===== config.mk =====
export PLATFORM = sky130hd
export DESIGN_NAME = uart_tx_controller_flat
export DESIGN_NICKNAME = d
export VERILOG_FILES = /design/src/rtl/uart_tx_controller_if.sv /design/src/rtl/uart_tx_controller.sv /design/src/flat_wrapper.sv
export SDC_FILE = /design/constraint.sdc
export NUM_CORES = 1
export LEC_CHECK = 0
export BUFFER_PORTS_ARGS = -buffer_cell sky130_fd_sc_hd__buf_2
export CAP_MARGIN = 10
export CORE_MARGIN = 5
export CORE_UTILIZATION = 62
export CTS_BUF_LIST = sky130_fd_sc_hd__clkbuf_2 sky130_fd_sc_hd__clkbuf_4 sky130_fd_sc_hd__clkbuf_8
export DETAILED_ROUTE_END_ITERATION = 6
export PLACE_DENSITY = 0.94
export SLEW_MARGIN = 0
export SYNTH_ARGS = -nofsm -noshare
export SYNTH_HDL_FRONTEND = slang
export SYNTH_SLANG_ARGS = --single-unit

===== constraint.sdc =====
create_clock -name clock_i -period 4.76 [get_ports clock_i]
set_clock_uncertainty 0.2 [all_clocks]
set_input_delay 0.476 -clock clock_i [delete_from_list [all_inputs] [get_ports clock_i]]
set_output_delay 0.476 -clock clock_i [all_outputs]
set_load 0.02 [all_outputs]

===== src/rtl/uart_tx_controller_if.sv =====
// Host-side byte handshake between a byte source and the UART TX controller.
// The source drives data/valid; the controller answers with ready/busy/done.
interface uart_tx_controller_if;
    logic [7:0] tx_data;
    logic       tx_valid;
    logic       tx_ready;
    logic       tx_busy;
    logic       tx_done;

    modport master (
        output tx_data, tx_valid,
        input  tx_ready, tx_busy, tx_done
    );

    modport slave (
        input  tx_data, tx_valid,
        output tx_ready, tx_busy, tx_done
    );
endinterface


===== src/rtl/uart_tx_controller.sv =====
// Sequences an external 11-bit UART shift register: accepts a byte, presents the
// framed word, then issues one load strobe and ten baud-paced shift strobes.
module uart_tx_controller #(
    parameter int CLKS_PER_BIT = 434,
    parameter bit PARITY_EN    = 1'b1,
    parameter bit PARITY_ODD   = 1'b0
) (
    input  logic                       clock_i,
    input  logic                       reset_ni,
    uart_tx_controller_if.slave        host,
    output logic                       sr_load_o,
    output logic                       sr_shift_o,
    output logic [10:0]                sr_data_p_o,
    output logic                       sr_data_s_o,
    input  logic                       sr_q0_i,
    output logic                       tx_o
);

    localparam int             CW        = $clog2(CLKS_PER_BIT);
    localparam logic [CW-1:0]  BAUD_LAST = CW'(CLKS_PER_BIT - 1);
    localparam logic [3:0]     LAST_BIT  = 4'd10;

    typedef enum logic [1:0] {
        IDLE,
        LOAD,
        SEND
    } state_e;

    state_e        state_q, state_d;
    logic [3:0]    bit_idx_q, bit_idx_d;
    logic [CW-1:0] baud_q, baud_d;
    logic [7:0]    byte_q, byte_d;
    logic          frame_vld_q, frame_vld_d;
    logic          ready_q, ready_d;
    logic          busy_q, busy_d;
    logic          load_q, load_d;
    logic          shift_q, shift_d;
    logic          done_q, done_d;
    logic          parity_bit;

    // NOTE: every signal assigned here gets a default first, so no path leaves
    // it unassigned and no latch is inferred.
    always_comb begin
        state_d     = state_q;
        bit_idx_d   = bit_idx_q;
        baud_d      = baud_q;
        byte_d      = byte_q;
        frame_vld_d = frame_vld_q;
        done_d      = 1'b0;

        case (state_q)
            IDLE: begin
                if (host.tx_valid) begin
                    byte_d      = host.tx_data;
                    frame_vld_d = 1'b1;
                    state_d     = LOAD;
                end
            end
            LOAD: begin
                bit_idx_d = 4'd0;
                baud_d    = '0;
                state_d   = SEND;
            end
            SEND: begin
                if (baud_q == BAUD_LAST) begin
                    baud_d = '0;
                    if (bit_idx_q == LAST_BIT) begin
                        state_d = IDLE;
                        done_d  = 1'b1;
                    end else begin
                        bit_idx_d = bit_idx_q + 4'd1;
                    end
                end else begin
                    baud_d = baud_q + 1'b1;
                end
            end
            default: state_d = IDLE;
        endcase

        // Strobes are registered from next-state so they line up with the state they describe.
        ready_d = (state_d == IDLE);
        busy_d  = (state_d != IDLE);
        load_d  = (state_d == LOAD);
        shift_d = (state_d == SEND) && (baud_d == BAUD_LAST) && (bit_idx_d != LAST_BIT);
    end

    // NOTE: sequential state uses non-blocking assignments so every flop samples
    // the pre-edge values regardless of statement order.
    always_ff @(posedge clock_i or negedge reset_ni) begin
        if (!reset_ni) begin
            state_q     <= IDLE;
            bit_idx_q   <= 4'd0;
            baud_q      <= '0;
            byte_q      <= 8'h00;
            frame_vld_q <= 1'b0;
            ready_q     <= 1'b1;
            busy_q      <= 1'b0;
            load_q      <= 1'b0;
            shift_q     <= 1'b0;
            done_q      <= 1'b0;
        end else begin
            state_q     <= state_d;
            bit_idx_q   <= bit_idx_d;
            baud_q      <= baud_d;
            byte_q      <= byte_d;
            frame_vld_q <= frame_vld_d;
            ready_q     <= ready_d;
            busy_q      <= busy_d;
            load_q      <= load_d;
            shift_q     <= shift_d;
            done_q      <= done_d;
        end
    end

    assign parity_bit = PARITY_EN ? ((^byte_q) ^ PARITY_ODD) : 1'b1;

    // Until a byte has been accepted the register is offered an all-idle word.
    assign sr_data_p_o = frame_vld_q ? {1'b1, parity_bit, byte_q, 1'b0} : 11'h7FF;
    assign sr_data_s_o = 1'b1;
    assign sr_load_o   = load_q;
    assign sr_shift_o  = shift_q;

    // Gating by state keeps stale register content off the line and lets reset
    // pull the line high without waiting for a clock edge.
    assign tx_o = (state_q == SEND) ? sr_q0_i : 1'b1;

    assign host.tx_ready = ready_q;
    assign host.tx_busy  = busy_q;
    assign host.tx_done  = done_q;

endmodule


===== src/flat_wrapper.sv =====
// flat-port wrapper written by rule: the top's interface ports become plain ports
module uart_tx_controller_flat 
#(
    parameter int CLKS_PER_BIT = 434,
    parameter bit PARITY_EN    = 1'b1,
    parameter bit PARITY_ODD   = 1'b0
)
  (clock_i, reset_ni, sr_load_o, sr_shift_o, sr_data_p_o, sr_data_s_o, sr_q0_i, tx_o, host_tx_data, host_tx_valid, host_tx_ready, host_tx_busy, host_tx_done);
  uart_tx_controller_if host_i ();
  input  logic clock_i;
  input  logic reset_ni;
  output logic sr_load_o;
  output logic sr_shift_o;
  output logic [10:0] sr_data_p_o;
  output logic sr_data_s_o;
  input  logic sr_q0_i;
  output logic tx_o;
  input wire logic [$bits(host_i.tx_data)-1:0] host_tx_data;
  input wire logic [$bits(host_i.tx_valid)-1:0] host_tx_valid;
  output wire logic [$bits(host_i.tx_ready)-1:0] host_tx_ready;
  output wire logic [$bits(host_i.tx_busy)-1:0] host_tx_busy;
  output wire logic [$bits(host_i.tx_done)-1:0] host_tx_done;
  assign host_i.tx_data = host_tx_data;
  assign host_i.tx_valid = host_tx_valid;
  assign host_tx_ready = host_i.tx_ready;
  assign host_tx_busy = host_i.tx_busy;
  assign host_tx_done = host_i.tx_done;
  uart_tx_controller #(.CLKS_PER_BIT(CLKS_PER_BIT), .PARITY_EN(PARITY_EN), .PARITY_ODD(PARITY_ODD)) u_core (.clock_i(clock_i), .reset_ni(reset_ni), .host(host_i), .sr_load_o(sr_load_o), .sr_shift_o(sr_shift_o), .sr_data_p_o(sr_data_p_o), .sr_data_s_o(sr_data_s_o), .sr_q0_i(sr_q0_i), .tx_o(tx_o));
endmodule

Word level (Yosys, flattened, before mapping)
Index checks and enable logic that the tools add are counted.
{"block": "classes", "mux": 14, "n_eq_ne": 8, "n_addsub": 2, "n_reduce_logical": 7}
{"operator": "$eq 9x9->1 const B", "count": 2}
{"operator": "$pmux 9 s2", "count": 1}
{"operator": "$mux 10", "count": 1}
{"operator": "$add 9x1->9 const B", "count": 1}
{"operator": "$mux 9", "count": 1}
{"operator": "$mux 4", "count": 2}
{"operator": "$pmux 4 s2", "count": 1}
{"operator": "$reduce_xor 8->1", "count": 1}
{"operator": "$mux 2", "count": 3}
{"operator": "$pmux 2 s3", "count": 1}
{"operator": "$add 4x1->4 const B", "count": 1}
{"operator": "$eq 2x1->1 const B", "count": 2}
{"operator": "$eq 2x2->1 const B", "count": 2}
{"operator": "$eq 4x4->1 const B", "count": 1}
{"operator": "$logic_not 2->1", "count": 2}
{"operator": "$mux 1", "count": 4}
{"operator": "$ne 4x4->1 const B", "count": 1}
{"operator": "$logic_and 1x1->1", "count": 2}
{"operator": "$reduce_and 2->1", "count": 1}
{"operator": "$reduce_bool 2->1", "count": 1}
{"block": "totals", "word_cells": 41, "ff_bits": 29, "in_bits": 12, "output_inout_bits": 18}

Longest topological paths before layout
{"block": "depth", "word_depth": 7, "depth_mapped": 8}

Worst setup path after synthesis
No wires, ideal clock.
{"block": "synth_path", "path_type": "register -> register", "start": "reg u_core.baud_q[1]", "end": "reg u_core.shift_q, in the netlist u_core.sr_shift_o", "slack_ns": 2.354, "path_stages_with_launch": 9, "arrival_ns": 2.086, "t_required_ns": 4.440, "period_less_slack_ns": 2.406, "n_path_buf": 1, "cell_sequence": "dfrtp_1 -> inv_1 -> ha_1 -> or4b_4 -> buf_6 -> or3_4 -> o311ai_4 -> nand3b_1 -> o211a_1"}
{"element": "start, declared", "line_no": "uart_tx_controller.sv:31", "rtl": "logic [CW-1:0] baud_q, baud_d;"}
{"element": "start signal, assigned", "line_no": "uart_tx_controller.sv:104", "rtl": "baud_q <= baud_d;"}
{"element": "$eq 9x9->1", "line_no": "uart_tx_controller.sv:65", "rtl": "if (baud_q == BAUD_LAST) begin"}
{"element": "$mux 4", "line_no": "uart_tx_controller.sv:65"}
{"element": "$pmux 4 s2", "line_no": "uart_tx_controller.sv:51", "rtl": "case (state_q)"}
{"element": "net u_core.bit_idx_d[3]", "line_no": "uart_tx_controller.sv:30", "rtl": "logic [3:0] bit_idx_q, bit_idx_d;"}
{"element": "$ne 4x4->1", "line_no": "uart_tx_controller.sv:84", "rtl": "shift_d = (state_d == SEND) && (baud_d == BAUD_LAST) && (bit_idx_d != LAST_BIT);"}
{"element": "$logic_and 1x1->1", "line_no": "uart_tx_controller.sv:84"}
{"element": "net u_core.shift_d", "line_no": "uart_tx_controller.sv:37", "rtl": "logic shift_q, shift_d;"}
{"element": "end signal, assigned", "line_no": "uart_tx_controller.sv:110", "rtl": "shift_q <= shift_d;"}
{"element": "end, declared", "line_no": "uart_tx_controller.sv:37"}
The timed path passes the listed nets, and every way through them passes these cells.
A chain may end at the register's enable or synchronous reset.

Worst setup path in the final report
Ends and elaborated chain as after synthesis.

==> results <==
- The number of max-cap violations is 0.
- The wire length of the first global-routing pass is 5930 µm.
- The clock insertion delay at the later pin of the skew report is 0.33 ns.
- The net total in the final layout is 216.
- In this run the clock root is driven by a sky130_fd_sc_hd__clkbuf_4.
- The count of H-tree levels built during CTS is 2.
- The routed design has 3560 µm of wire.
- Once detail routing completed, the nets flagged for antenna violations numbered 0.
- The most frequently used cell type in the post-synthesis netlist is sky130_fd_sc_hd__dfrtp_1.
- Summing internal, switching and leakage power gives 0.00114 W.
- The library cell occupying the most area in the post-synthesis netlist is sky130_fd_sc_hd__dfrtp_1.
- The synthesized netlist devotes 7.17% of its cell area to XOR and XNOR gates.
- The number of non-filler instances in the completed layout is 228.
- The TritonCTS clock tree is built.
- Of all nets on the critical path, the largest fanout is 7.
- The transition time at the pin with the least slew margin is 0.892 ns.
- The run finished with clean final reports.
- The number of antenna violations at the first check in global routing is 0.
- The count of unique library cells instantiated by Yosys is 47.
- The global router's overall resource usage is 19.1%.
- Before antenna repair, the detailed router went through 4 iterations.
- For this run, the share of the core covered by cells in the final layout is 70.3%.
- The maximum resistive drop on vdd is 0.847 mV.
- The final critical-path share of the clock period is 56.8%.
- The worst relative slew slack is 39.7%.
- After Yosys synthesis, and, or, nand and nor cells account for 19.6% of the synthesized area.
- In the routed layout, each cell is associated on average with a via count of 5.95.
- The die extent in x is 62.5 µm.
- The mean instance size in the synthesized netlist is 10.1 µm².
- The gate family responsible for the most delay along the worst path is simple AND/OR/NAND/NOR gates.
- Setup violations remaining at the end of the flow were counted as 0.
- The worst setup path is of the flip-flop to flip-flop kind.
- Port buffering added 27 buffers.
- The final-report hold violation count is 0.
- The die span in y is 62.5 µm.
- The length in cells of the worst reg-to-reg path is 7.
- The critical path capture point type is a flip-flop.
- The number of DRC markers after the initial detailed-route iteration is 87.
- After clock tree synthesis, the clock-pin slew on the worst setup and hold paths is 0.09 ns.
- The class of the worst hold path is input pin to flip-flop.
- The final max-slew violation count was 0.
- The largest net degree at the start of global routing is 30.
- The post-synthesis cell area is 1710 µm².
- The initial cell density of the core is 63.1%.
- Counting flops with a built-in enable in the synthesized netlist gives 0.
- The average wire length per cell after detail routing is 15.6 µm.
- Data on the critical path is required at its endpoint by 4.78 ns.
- Based on the critical path, the design can be clocked at up to 370 MHz.
- The total global routing overflow is 0.
- The routed wire length on met2 is 1730 µm.
- Synthesis inferred 29 register bits.
- The top layer reached by signal wires is met4.
- The post-route minimum period is 2.70 ns.
- Prior to clock tree synthesis, the placed netlist has a worst setup slack of 2.22 ns.
- The signal on the critical path passes through inv_1 > ha_1 > nor4b_1 > a31oi_1 > a221o_1 > nand3b_1 > o211a_1.
- The smallest setup slack after layout is 2.06 ns.
- The stage delay of the slowest cell on the critical path is 0.73 ns.
- Across all layers, the routed design uses 1356 vias.
- The placed instance count is 219.
- The fraction of registers with async set/reset is 100%.
- The row count is 19.
- The fraction of layout instances using a drive strength above 1 is 23.9%.
- The portion of synthesized area spent on multiplexers is 5.27%.
- The count of antenna diodes in the layout is 0.
- The post-route met1 wirelength is 1500 µm.
- Among all stages on the critical path, the largest delay is contributed by sky130_fd_sc_hd__nor4b_1.
- The final weighted congestion of routability-driven global placement is 0.922.
- The share of synthesized area in the top cell type comes to 41.0%.
- The die covers 3910 µm².
- Among all flip-flop cells after synthesis, the most frequent one is sky130_fd_sc_hd__dfrtp_1.
- The number of buffers inserted during clock tree synthesis is 5.
- Detailed routing placed a total of 267 µm of wire on met3.
- For this run, design rule violations remaining after detail routing come to 0.
- After synthesis, the largest family of logic cells by area is simple AND/OR/NAND/NOR gates.
- The Yosys warning count is 0.
- Summed over all cells, the static leakage comes to 0.892 nW.
- The worst hold path stage count is 2.
- The share of the synthesized area in compound gates (AO/OA/AOI/OAI) is 13.5%.
- From synthesis to final layout, the design area changed by 11.5%.
- Yosys attributes the largest share of cell area to sky130_fd_sc_hd__dfrtp_1, sky130_fd_sc_hd__ha_1, sky130_fd_sc_hd__mux2_2, sky130_fd_sc_hd__xnor2_1, sky130_fd_sc_hd__nand2_1.
- Setup repair after global routing left no endpoint under its margin.
- The longest clock path from root to sink contains 2 buffers.
- The depth of the critical timing path with buffers and inverters included is 7.
- The commonest cells after synthesis are sky130_fd_sc_hd__dfrtp_1, sky130_fd_sc_hd__nand2_1, sky130_fd_sc_hd__inv_1, sky130_fd_sc_hd__nand2b_1, sky130_fd_sc_hd__nor2_1.
- Counting every instance in the synthesized netlist gives 170.
- For this design the top-level I/O count stands at 30.
- The filler cell count is 213.
- The core region is 2710 µm².
- The power per cell area is 600 nW/µm².
- The via count of the first global-routing pass came to 1306.
- The detailed placer's ending HPWL is 2600 µm.
- STA classifies the critical path startpoint as a flip-flop.
- The sink count of the clock tree is 29.
- The portion of the post-synthesis area used by sequential elements is 42.5%.
- For the worst setup path, the data arrival time is 2.72 ns.
- After routing, the total negative slack on setup checks comes to 0 ns.
- After Yosys synthesis, full adders, half adders and majority gates account for 5.86% of the synthesized area.
- The number of buffers and inverters on the critical path is 1.
==> per-layer routing <==
metal | vias to the layer above | global-route usage (%)
met4 | 0 | 7.96
met2 | 50 | 31.2
met3 | 5 | 6.47
met5 | - | 0
met1 | 654 | 23.0
li1 | 647 | -
==> registers in the layout (all words and copies together), names as in the netlist <==
register and flops:
u_core.baud_q 9, u_core.host.tx_done 1, u_core.sr_load_o 1, u_core.state_q 2, u_core.sr_shift_o 1, u_core.bit_idx_q 4, u_core.byte_q 8, u_core.host.tx_ready 1
u_core.frame_vld_q 1, u_core.host.tx_busy 1
==> where the power goes <==
group          total, W  switching [W]  internal, W  leakage, nW
combinational  0.000609       0.000368     0.000241        0.479
sequential     0.000364      0.0000529     0.000311        0.372
clock          0.000170      0.0000845    0.0000854       0.0413
total           0.00114       0.000505     0.000638        0.892
==> worst paths after layout <==
kind | to | slack, ns | startpoint
setup / recovery | u_core.sr_shift_o | 2.06 | u_core.baud_q[1]
hold / removal | u_core.byte_q[4] | 0.17 | host_tx_data[4]
setup reg to reg | u_core.sr_shift_o | 2.06 | u_core.baud_q[1]
hold reg to reg | u_core.byte_q[6] | 0.35 | u_core.byte_q[6]
max in group asynchronous | u_core.baud_q[7] | 3.45 | reset_ni
min in group asynchronous | u_core.baud_q[1] | 0.50 | reset_ni
==> cells in the final DEF (no fill, tap or decap), drive strengths merged, types with 2 or more instances in the layout <==
cell type	instances
nor2	10
a221o	2
nand2	17
inv	10
buf	27
xor2	5
nor4b	3
o31ai	2
clkbuf	7
nand4	5
xnor2	9
a31oi	3
o311ai	2
dfrtp	28
nand3	3
and3	2
o22ai	2
o21ai	3
mux2	8
o211a	2
a21oi	6
conb	2
ha	8
nand2b	10
==> stage by stage <==
step / instance area (µm²) / hold slack, ns
floorplan: 1710 / -0.0196
global placement: 1830 / 0.319
detailed placement: 1830 / 0.335
CTS: 1910 / 0.155
global route: 1910 / 0.159
finish: 1910 / 0.168
==> layout make-up <==
cell class / instances / area (µm²) / area share, %
Tap cell: 31 / 38.8 / 2.04
Multi-Input combinational cell: 122 / 887 / 46.6
Sequential cell: 29 / 727 / 38.1
Clock buffer: 7 / 65.1 / 3.41
Timing Repair Buffer: 28 / 145 / 7.62
Clock inverter: 1 / 5.00 / 0.263
Inverter: 10 / 37.5 / 1.97
==> kinds of logic after synthesis <==
logic type | Yosys count
xor+xnor | 14
flops | 29
other cells | 1
fa+ha+maj | 8
simple gates | 60
compound gates | 30
buf+inv | 20
mux | 8
==> what timing repair did <==
item / in CTS / in global routing
hold buffers: 1 / 0
buffers inserted: 0 / 0
resized for setup: 0 / 0
endpoints found under the hold margin: 28 / 0
(Power assumes the default switching activity.)
